--- config.mk ---
export PLATFORM = sky130hd
export DESIGN_NAME = instr_sequencer
export DESIGN_NICKNAME = d
export VERILOG_FILES = /design/src/rtl/cpu_pkg.sv /design/src/rtl/instr_sequencer.sv
export SDC_FILE = /design/constraint.sdc
export NUM_CORES = 1
export LEC_CHECK = 0
export BUFFER_PORTS_ARGS = -buffer_cell sky130_fd_sc_hd__buf_2
export CAP_MARGIN = 20
export CORE_MARGIN = 5
export CORE_UTILIZATION = 54
export DETAILED_ROUTE_END_ITERATION = 12
export GPL_TIMING_DRIVEN = 1
export PLACE_DENSITY_LB_ADDON = 0.08
export SLEW_MARGIN = 20
export SYNTH_ARGS = -nofsm -noshare
export SYNTH_HDL_FRONTEND = slang
export SYNTH_SLANG_ARGS = --single-unit
--- constraint.sdc ---
create_clock -name clk -period 4.5 [get_ports clk]
set_input_delay 0.45 -clock clk [delete_from_list [all_inputs] [get_ports clk]]
set_output_delay 0.45 -clock clk [all_outputs]
set_load 0.01 [all_outputs]
--- src/rtl/cpu_pkg.sv ---
// Shared definitions for the instruction sequencer: field layout, opcodes, states, write-back selects.
// Latency: none, constants and a pure combinational opcode classifier.
// Backpressure: not applicable.
package cpu_pkg;

   localparam int INSTR_W = 21;
   localparam int PC_W    = 8;
   localparam int RET_W   = 16;

   // Instruction field bit ranges
   localparam int OP_MSB = 20;
   localparam int OP_LSB = 17;
   localparam int RD_MSB = 16;
   localparam int RD_LSB = 14;
   localparam int OP_W   = OP_MSB - OP_LSB + 1;
   localparam int RD_W   = RD_MSB - RD_LSB + 1;

   // Opcodes; ALU operations occupy 0x0 up to OP_ALU_LAST
   localparam logic [OP_W-1:0] OP_ALU_LAST = 4'h6;
   localparam logic [OP_W-1:0] OP_LI       = 4'h8;
   localparam logic [OP_W-1:0] OP_LD       = 4'h9;
   localparam logic [OP_W-1:0] OP_ST       = 4'hA;
   localparam logic [OP_W-1:0] OP_HALT     = 4'hF;

   typedef enum logic [2:0] {
      ST_IDLE, ST_FETCH, ST_DECODE, ST_EXEC, ST_MEM, ST_WB, ST_HALT
   } state_e;

   // Register-file write-back source
   typedef enum logic [1:0] {
      SEL_ALU = 2'd0,
      SEL_IMM = 2'd1,
      SEL_MEM = 2'd2
   } wr_sel_e;

   typedef enum logic [2:0] {
      CL_ALU, CL_LI, CL_LD, CL_ST, CL_HALT, CL_ILL
   } op_class_e;

   // Map a raw opcode onto the path it takes through the sequencer
   function automatic op_class_e op_classify(input logic [OP_W-1:0] op);
      op_class_e cls;
      if (op <= OP_ALU_LAST) begin
         cls = CL_ALU;
      end else begin
         case (op)
            OP_LI:   cls = CL_LI;
            OP_LD:   cls = CL_LD;
            OP_ST:   cls = CL_ST;
            OP_HALT: cls = CL_HALT;
            default: cls = CL_ILL;
         endcase
      end
      return cls;
   endfunction

endpackage

--- src/rtl/instr_sequencer.sv ---
// Multi-cycle sequencer: FETCH, DECODE, then EXEC/MEM/WB per opcode; one instruction in flight.
// Latency: FETCH->FETCH is 3 cycles for LI, 4 for ALU, 3+ for LD/ST plus memory wait cycles.
// Backpressure: stalls in FETCH/MEM until valid/ack; WDOG_MAX missing cycles raise bus_error and halt.
module instr_sequencer
   import cpu_pkg::*;
#(
   parameter int WDOG_MAX = 15
) (
   input  logic               clk,
   input  logic               reset,
   input  logic               start,
   output logic               imem_req,
   output logic [PC_W-1:0]    imem_addr,
   input  logic               imem_valid,
   input  logic [INSTR_W-1:0] imem_data,
   output logic [INSTR_W-1:0] ir,
   output logic               alu_go,
   output logic               dmem_req,
   output logic               dmem_we,
   input  logic               dmem_ack,
   output logic               rf_we,
   output logic [RD_W-1:0]    rf_wr_addr,
   output logic [1:0]         rf_wr_sel,
   output logic               busy,
   output logic               illegal,
   output logic               bus_error,
   output logic [RET_W-1:0]   retired
);

   localparam int WCW = $clog2(WDOG_MAX + 1);

   state_e             state_q, state_d;
   logic [PC_W-1:0]    pc_q, pc_d;
   logic [INSTR_W-1:0] ir_q, ir_d;
   logic [RET_W-1:0]   retired_q, retired_d, retired_inc;
   logic [WCW-1:0]     wcnt_q, wcnt_d, wcnt_inc;
   logic               illegal_q, illegal_d;
   logic               bus_err_q, bus_err_d;
   logic               wdog_hit;
   op_class_e          cls;

   assign cls         = op_classify(ir_q[OP_MSB:OP_LSB]);
   // Retired count sticks at all-ones rather than wrapping
   assign retired_inc = (&retired_q) ? retired_q : retired_q + 1'b1;
   assign wcnt_inc    = wcnt_q + 1'b1;
   // This cycle would be the WDOG_MAX-th consecutive one without the handshake
   assign wdog_hit    = (wcnt_inc == WCW'(WDOG_MAX));

   // State register and datapath registers; reset overrides every input
   always_ff @(posedge clk) begin
      if (reset) begin
         state_q   <= ST_IDLE;
         pc_q      <= '0;
         ir_q      <= '0;
         retired_q <= '0;
         wcnt_q    <= '0;
         illegal_q <= 1'b0;
         bus_err_q <= 1'b0;
      end else begin
         state_q   <= state_d;
         pc_q      <= pc_d;
         ir_q      <= ir_d;
         retired_q <= retired_d;
         wcnt_q    <= wcnt_d;
         illegal_q <= illegal_d;
         bus_err_q <= bus_err_d;
      end
   end

   // Next-state logic; the wait counter clears whenever the handshake is not stalled
   always_comb begin
      state_d   = state_q;
      pc_d      = pc_q;
      ir_d      = ir_q;
      retired_d = retired_q;
      wcnt_d    = '0;
      illegal_d = illegal_q;
      bus_err_d = bus_err_q;
      case (state_q)
         ST_IDLE, ST_HALT: begin
            if (start) begin
               state_d   = ST_FETCH;
               pc_d      = '0;
               illegal_d = 1'b0;
               bus_err_d = 1'b0;
            end
         end
         ST_FETCH: begin
            if (imem_valid) begin
               ir_d    = imem_data;
               state_d = ST_DECODE;
            end else if (wdog_hit) begin
               bus_err_d = 1'b1;
               state_d   = ST_HALT;
            end else begin
               wcnt_d = wcnt_inc;
            end
         end
         ST_DECODE: begin
            case (cls)
               CL_ALU:       state_d = ST_EXEC;
               CL_LI:        state_d = ST_WB;
               CL_LD, CL_ST: state_d = ST_MEM;
               CL_HALT:      state_d = ST_HALT;
               default: begin
                  illegal_d = 1'b1;
                  state_d   = ST_HALT;
               end
            endcase
         end
         ST_EXEC: state_d = ST_WB;
         ST_MEM: begin
            if (dmem_ack) begin
               if (cls == CL_ST) begin
                  // Stores retire here: nothing to write back
                  pc_d      = pc_q + 1'b1;
                  retired_d = retired_inc;
                  state_d   = ST_FETCH;
               end else begin
                  state_d = ST_WB;
               end
            end else if (wdog_hit) begin
               bus_err_d = 1'b1;
               state_d   = ST_HALT;
            end else begin
               wcnt_d = wcnt_inc;
            end
         end
         ST_WB: begin
            pc_d      = pc_q + 1'b1;
            retired_d = retired_inc;
            state_d   = ST_FETCH;
         end
         default: state_d = ST_IDLE;
      endcase
   end

   // Moore outputs decoded from the current state and latched opcode
   always_comb begin
      imem_req  = (state_q == ST_FETCH);
      dmem_req  = (state_q == ST_MEM);
      dmem_we   = (state_q == ST_MEM) && (cls == CL_ST);
      alu_go    = (state_q == ST_EXEC);
      rf_we     = (state_q == ST_WB);
      busy      = (state_q != ST_IDLE) && (state_q != ST_HALT);
      rf_wr_sel = SEL_ALU;
      case (cls)
         CL_LI:   rf_wr_sel = SEL_IMM;
         CL_LD:   rf_wr_sel = SEL_MEM;
         default: rf_wr_sel = SEL_ALU;
      endcase
   end

   assign imem_addr  = pc_q;
   assign ir         = ir_q;
   assign rf_wr_addr = ir_q[RD_MSB:RD_LSB];
   assign retired    = retired_q;
   assign illegal    = illegal_q;
   assign bus_error  = bus_err_q;

endmodule

======== After elaboration in Yosys (flattened, before gate mapping) ========
Cells that the tools add are included.
Widths: inputs -> output; s select.
storage, ports and cells
  register bits ........................... 54
  latch bits .............................. 0
  RAM bits ................................ 0
  ROM bits ................................ 0
  bits of input ports ..................... 26
  logic and storage cells ................. 80
  memories ................................ 0
cells by class
  $add $sub $neg .......................... 3
  multipliers ............................. 0
  divide/modulo/power cells ............... 0
  magnitude comparators ................... 1
  equality and inequality tests ........... 22
  shift operators ......................... 0
  muxes and demuxes ....................... 29
  bitwise operators ....................... 0
  reductions and logical operators ........ 18
operators by type and width
  operator               count
  $mux 16                3
  $pmux 16 s2            1
  $mux 8                 3
  $pmux 8 s3             1
  $eq 4x4->1 const B     5
  $mux 3                 6
  $pmux 3 s6             1
  $add 16x1->16 const B  1
  $reduce_and 16->1      1
  $eq 3x2->1 const B     4
  $eq 3x3->1 const B     4
  $mux 4                 3
  $pmux 3 s4             1
  $pmux 3 s3             1
  $reduce_bool 3->1      3
  $add 8x1->8 const B    1
  $ne 2x2->1 const B     4
  $pmux 4 s2             1
  $reduce_and 4->1       2
  $eq 3x1->1 const B     2
  $logic_not 3->1        2
  $reduce_and 3->1       2
  $mux 1                 5
  $reduce_or 5->1        1
  other kinds (11)       15

======== Logic depth before layout (Yosys ltp) ========
  depth in word-level cells ............... 7
  gate-level depth with buffers ........... 8
  gate-level depth less buffers ........... 6

======== Least setup slack after synthesis ========
OpenSTA, ideal clock, no wires.
  path type ............................... register -> register
  start ................................... register ir_q[20] (netlist: ir[20])
  end ..................................... register retired_q[9] (netlist: retired[9])
  arrival time ............................ 1.651 ns
  required time ........................... 4.430 ns
  path slack .............................. 2.779 ns
  cell stages (with the launch flop) ...... 8
  buffers on the path ..................... 2
  period minus slack after synthesis ...... 1.721 ns
  cells stage by stage .................... dfxtp_1 -> and4bb_1 -> a31o_2 -> buf_6 -> o211ai_4 -> buf_6 -> or3_1 -> a21oi_1
on the way
  longest elaborated chain between the ends .. 6
ends and longest elaborated chain
  item                                   line                    text
  start, declared                        instr_sequencer.sv:34   logic [INSTR_W-1:0] ir_q, ir_d;
  start signal, assigned                 instr_sequencer.sv:62   ir_q <= ir_d;
  $eq 4x4->1                             cpu_pkg.sv:46           case (op)
  $pmux 3 s4                             cpu_pkg.sv:46
  $mux 3 (*)                             cpu_pkg.sv:43           if (op <= OP_ALU_LAST) begin
  $eq 3x2->1 (*)                         instr_sequencer.sv:114  if (cls == CL_ST) begin
  $ne 2x1->1 (no source line) (*)        -
  $reduce_and 3->1 (no source line) (*)  -
  end signal, assigned                   instr_sequencer.sv:63   retired_q <= retired_d;
  end, declared                          instr_sequencer.sv:35   logic [RET_W-1:0] retired_q, retired_d, retired_inc;
Every way passes the cells marked *; elsewhere a longest branch is shown, timed or not.
A chain may end at the register's enable or synchronous reset.

======== Worst setup path after layout ========
  start ................................... register state_q[1]
  end ..................................... output dmem_we
on the way
  longest elaborated chain between the ends .. 2
ends and longest elaborated chain
  item                    line                    text
  start, declared         instr_sequencer.sv:32   state_e state_q, state_d;
  start signal, assigned  instr_sequencer.sv:60   state_q <= state_d;
  $eq 3x3->1              instr_sequencer.sv:142  dmem_we = (state_q == ST_MEM) && (cls == CL_ST);
  $logic_and 1x1->1       instr_sequencer.sv:142
  end, declared           instr_sequencer.sv:19   output logic dmem_we,
Every way passes these cells.

==> results.toml <==
[sta]
setup-tns-final_ns = 0
clock.fmax_mhz = 466
worst_pin_slew_ns = 0.797
fin_crit_ns = 2.15
setup_violations = 0
slew_headroom = 0.469
slew_violations = 0
post-route-period-util = 0.477
skew_ns = 0.00460
hold_viol = 0
rsz0062_at_grt = "false"

[global_routing]
grt_pass1_wl_um = 10400
grt_pass1_vias = 2292
grt_max_degree = 45
grt_overflow = 0
antenna_found_initial = 0
grt_usage = 0.201

[clock_tree]
path_clk_slew_ns = 0.09
h-tree-depth = 2
clock-sinks = 54
clk_latency_ns = 0.30
cts_buffers = 5
cts_tree = "yes"
hold_buffers = 0
cts-root-buf = "clkbuf_8"
cts-resized-gates = 0
postCtsSetupBuffers = 0
clockBufferDepth = 2

[die]
start_util = 0.554
die_y_um = 79.4
dieArea_mm2 = 0.00631
die_x_um = 79.4
top_level_ports = 84
core_mm2 = 0.00469
rows = 25

[worst_setup_path]
reg2reg_slack_ns = 2.41
reg2reg_depth = 5
worstPathArrival_ns = 1.70
end_kind = "output port"
r2r_start = "state_q[2]$_SDFFE_PP0P_"
reg2reg_to = "retired[15]$_SDFFE_PP0P_"
start_kind = "register"
critPathMaxFanout = 19
required_ns = 4.05
worst-setup-path-type = "register to output port"

[logic_synthesis]
ys_seq_area_frac = 0.416
synth_flop_cell = "dfxtp_1"
syn_inst = 324
syn_nets = 354
syn_area_mm2 = 0.00260
syn_avg_cell_area_um2 = 8.03
synth_seq_cells = 54
synth_edf_count = 0
synth.distinct_cells = 51
async_flop_share = 0
synth-warning-count = 0

[detailed_routing]
wl_um = 6100
firstDrtPassIters = 4
drc = 0
ant_nets = 0
first_iter_violations = 98
vias = 2466
wl_per_cell_um = 13.6
via_per_inst = 5.52

[min_path]
hold_class = "input port to register"
hold_path_depth = 3
min-delay-start = "imem_data[6]"
whs_endpoint = "ir[6]$_SDFFE_PP0P_"

[cells_and_area]
drive_above_1_share = 0.247
area_growth_pct = 19.0
final_cells = 447
fillerInstances = 417
diodes = 0
layout_commonest_cell = "buf_2"
final_cell_mix = "buf_2 (83), nand2_1 (60), dfxtp_1 (54)"
nNetsFinal = 422

[power]
intPower_w = 0.000726
power_frac_seq = 0.525
comb_power_share = 0.157
irDropWorstVdd_mv = 0.266
p_sw_w = 0.000281
clock_power_share = 0.318
switching_share = 0.279
p_per_area_mw_per_mm2 = 326
power_leakage_nw = 1.30

[placement]
io_buffers = 83
placedCellCount = 439
hpwl_um = 4330
place_congestion = 0.813

[job]
drv_cap = 0

[status]
outcome = "finished, final reports clean"
-- worst max path at each step --
stage               slack [ns]  cells after the start                    start                       end
floorplan                 2.78                      7      ir[20]$_SDFFE_PP0P_   retired[9]$_SDFFE_PP0P_
global placement          2.46                      4  state_q[2]$_SDFFE_PP0P_        ir[8]$_SDFFE_PP0P_
detailed placement        2.45                      5  state_q[2]$_SDFFE_PP0P_  retired[15]$_SDFFE_PP0P_
CTS                       2.35                      3  state_q[1]$_SDFFE_PP0P_                   dmem_we
global route              2.24                      5  state_q[1]$_SDFFE_PP0P_  retired[14]$_SDFFE_PP0P_
finish                    2.35                      3  state_q[1]$_SDFFE_PP0P_                   dmem_we
-- critical path: stages (launching register included) --
cell     delay (ns)
dfxtp_1        0.74
and2b_1        0.31
and3_2         0.21
buf_2          0.13
-- through the flow --
step	utilization	setup slack, ns	area [um^2]	total power (W)	hold WS, ns
final	0.659	2.35	3090	0.00101	0.375
after global routing	0.659	2.24	3090	0.00106	0.361
after CTS	0.659	2.35	3090	0.00102	0.363
after detailed placement	0.636	2.45	2980	0.000697	0.448
after global placement	0.635	2.46	2980	0.000693	0.441
after floorplan	-	2.78	2600	0.000641	0.464
-- cell families after synthesis --
logic type                 count (synthesis)  share of synthesized area
and+or+nand+nor                          146                      0.274
AOI/OAI and AO/OA                         74                      0.179
DFF                                       54                      0.416
buffers and inverters                     28                     0.0515
xor gates and xnor gates                  17                     0.0572
adders and majority gates                  4                     0.0192
muxes                                      1                    0.00385
-- synth_stat cells (all sizes together) (4+ instances only) --
| cell type | n | share of area |
|---|---|---|
| o21ai | 10 | 0.019 |
| dfxtp | 54 | 0.42 |
| buf | 9 | 0.024 |
| or3 | 5 | 0.012 |
| a21oi | 38 | 0.073 |
| nor2 | 28 | 0.040 |
| nor2b | 4 | 0.0096 |
| clkbuf | 13 | 0.019 |
| nand3 | 7 | 0.013 |
| ha | 4 | 0.019 |
| inv | 6 | 0.0087 |
| xor2 | 10 | 0.034 |
| nor3 | 5 | 0.0096 |
| nand2b | 7 | 0.017 |
| and3 | 6 | 0.015 |
| xnor2 | 7 | 0.024 |
| nand4 | 6 | 0.014 |
| nand2 | 60 | 0.087 |
-- power groups by stage --
stage          clock network (W)  logic [W]  registers (W)
2_1_floorplan                  0   0.000109       0.000533
3_3_place_gp                   0   0.000156       0.000537
3_5_place_dp                   0   0.000159       0.000539
4_1_cts                 0.000332   0.000159       0.000528
5_1_grt                 0.000354   0.000175       0.000534
6_report                0.000321   0.000158       0.000529
-- flip-flops by register name, indices dropped and copies added, names as in the netlist --
name	cells
wcnt_q	4
state_q	3
ir	21
bus_error	1
retired	16
illegal	1
imem_addr	8
-- area by class of cell --
class                   instances  area, um^2  share of cell area
repair buffers                 83         415               0.134
flip-flops and latches         54        1080               0.349
well taps                      54        67.6              0.0218
multi-input cells             242        1400               0.452
clock inverters                 2        37.5              0.0121
inverters                       6        22.5             0.00728
clock buffers                   6        72.6              0.0235
-- routing by layer --
layer  vias to the layer above  share of wire  global-route usage
li1                       1260              -                   -
met1                      1134           0.45               0.255
met3                         6          0.058              0.0463
met5                         -              0                   0
met2                        66           0.48               0.340
met4                         0         0.0084              0.0567
(Power assumes the default switching activity.)
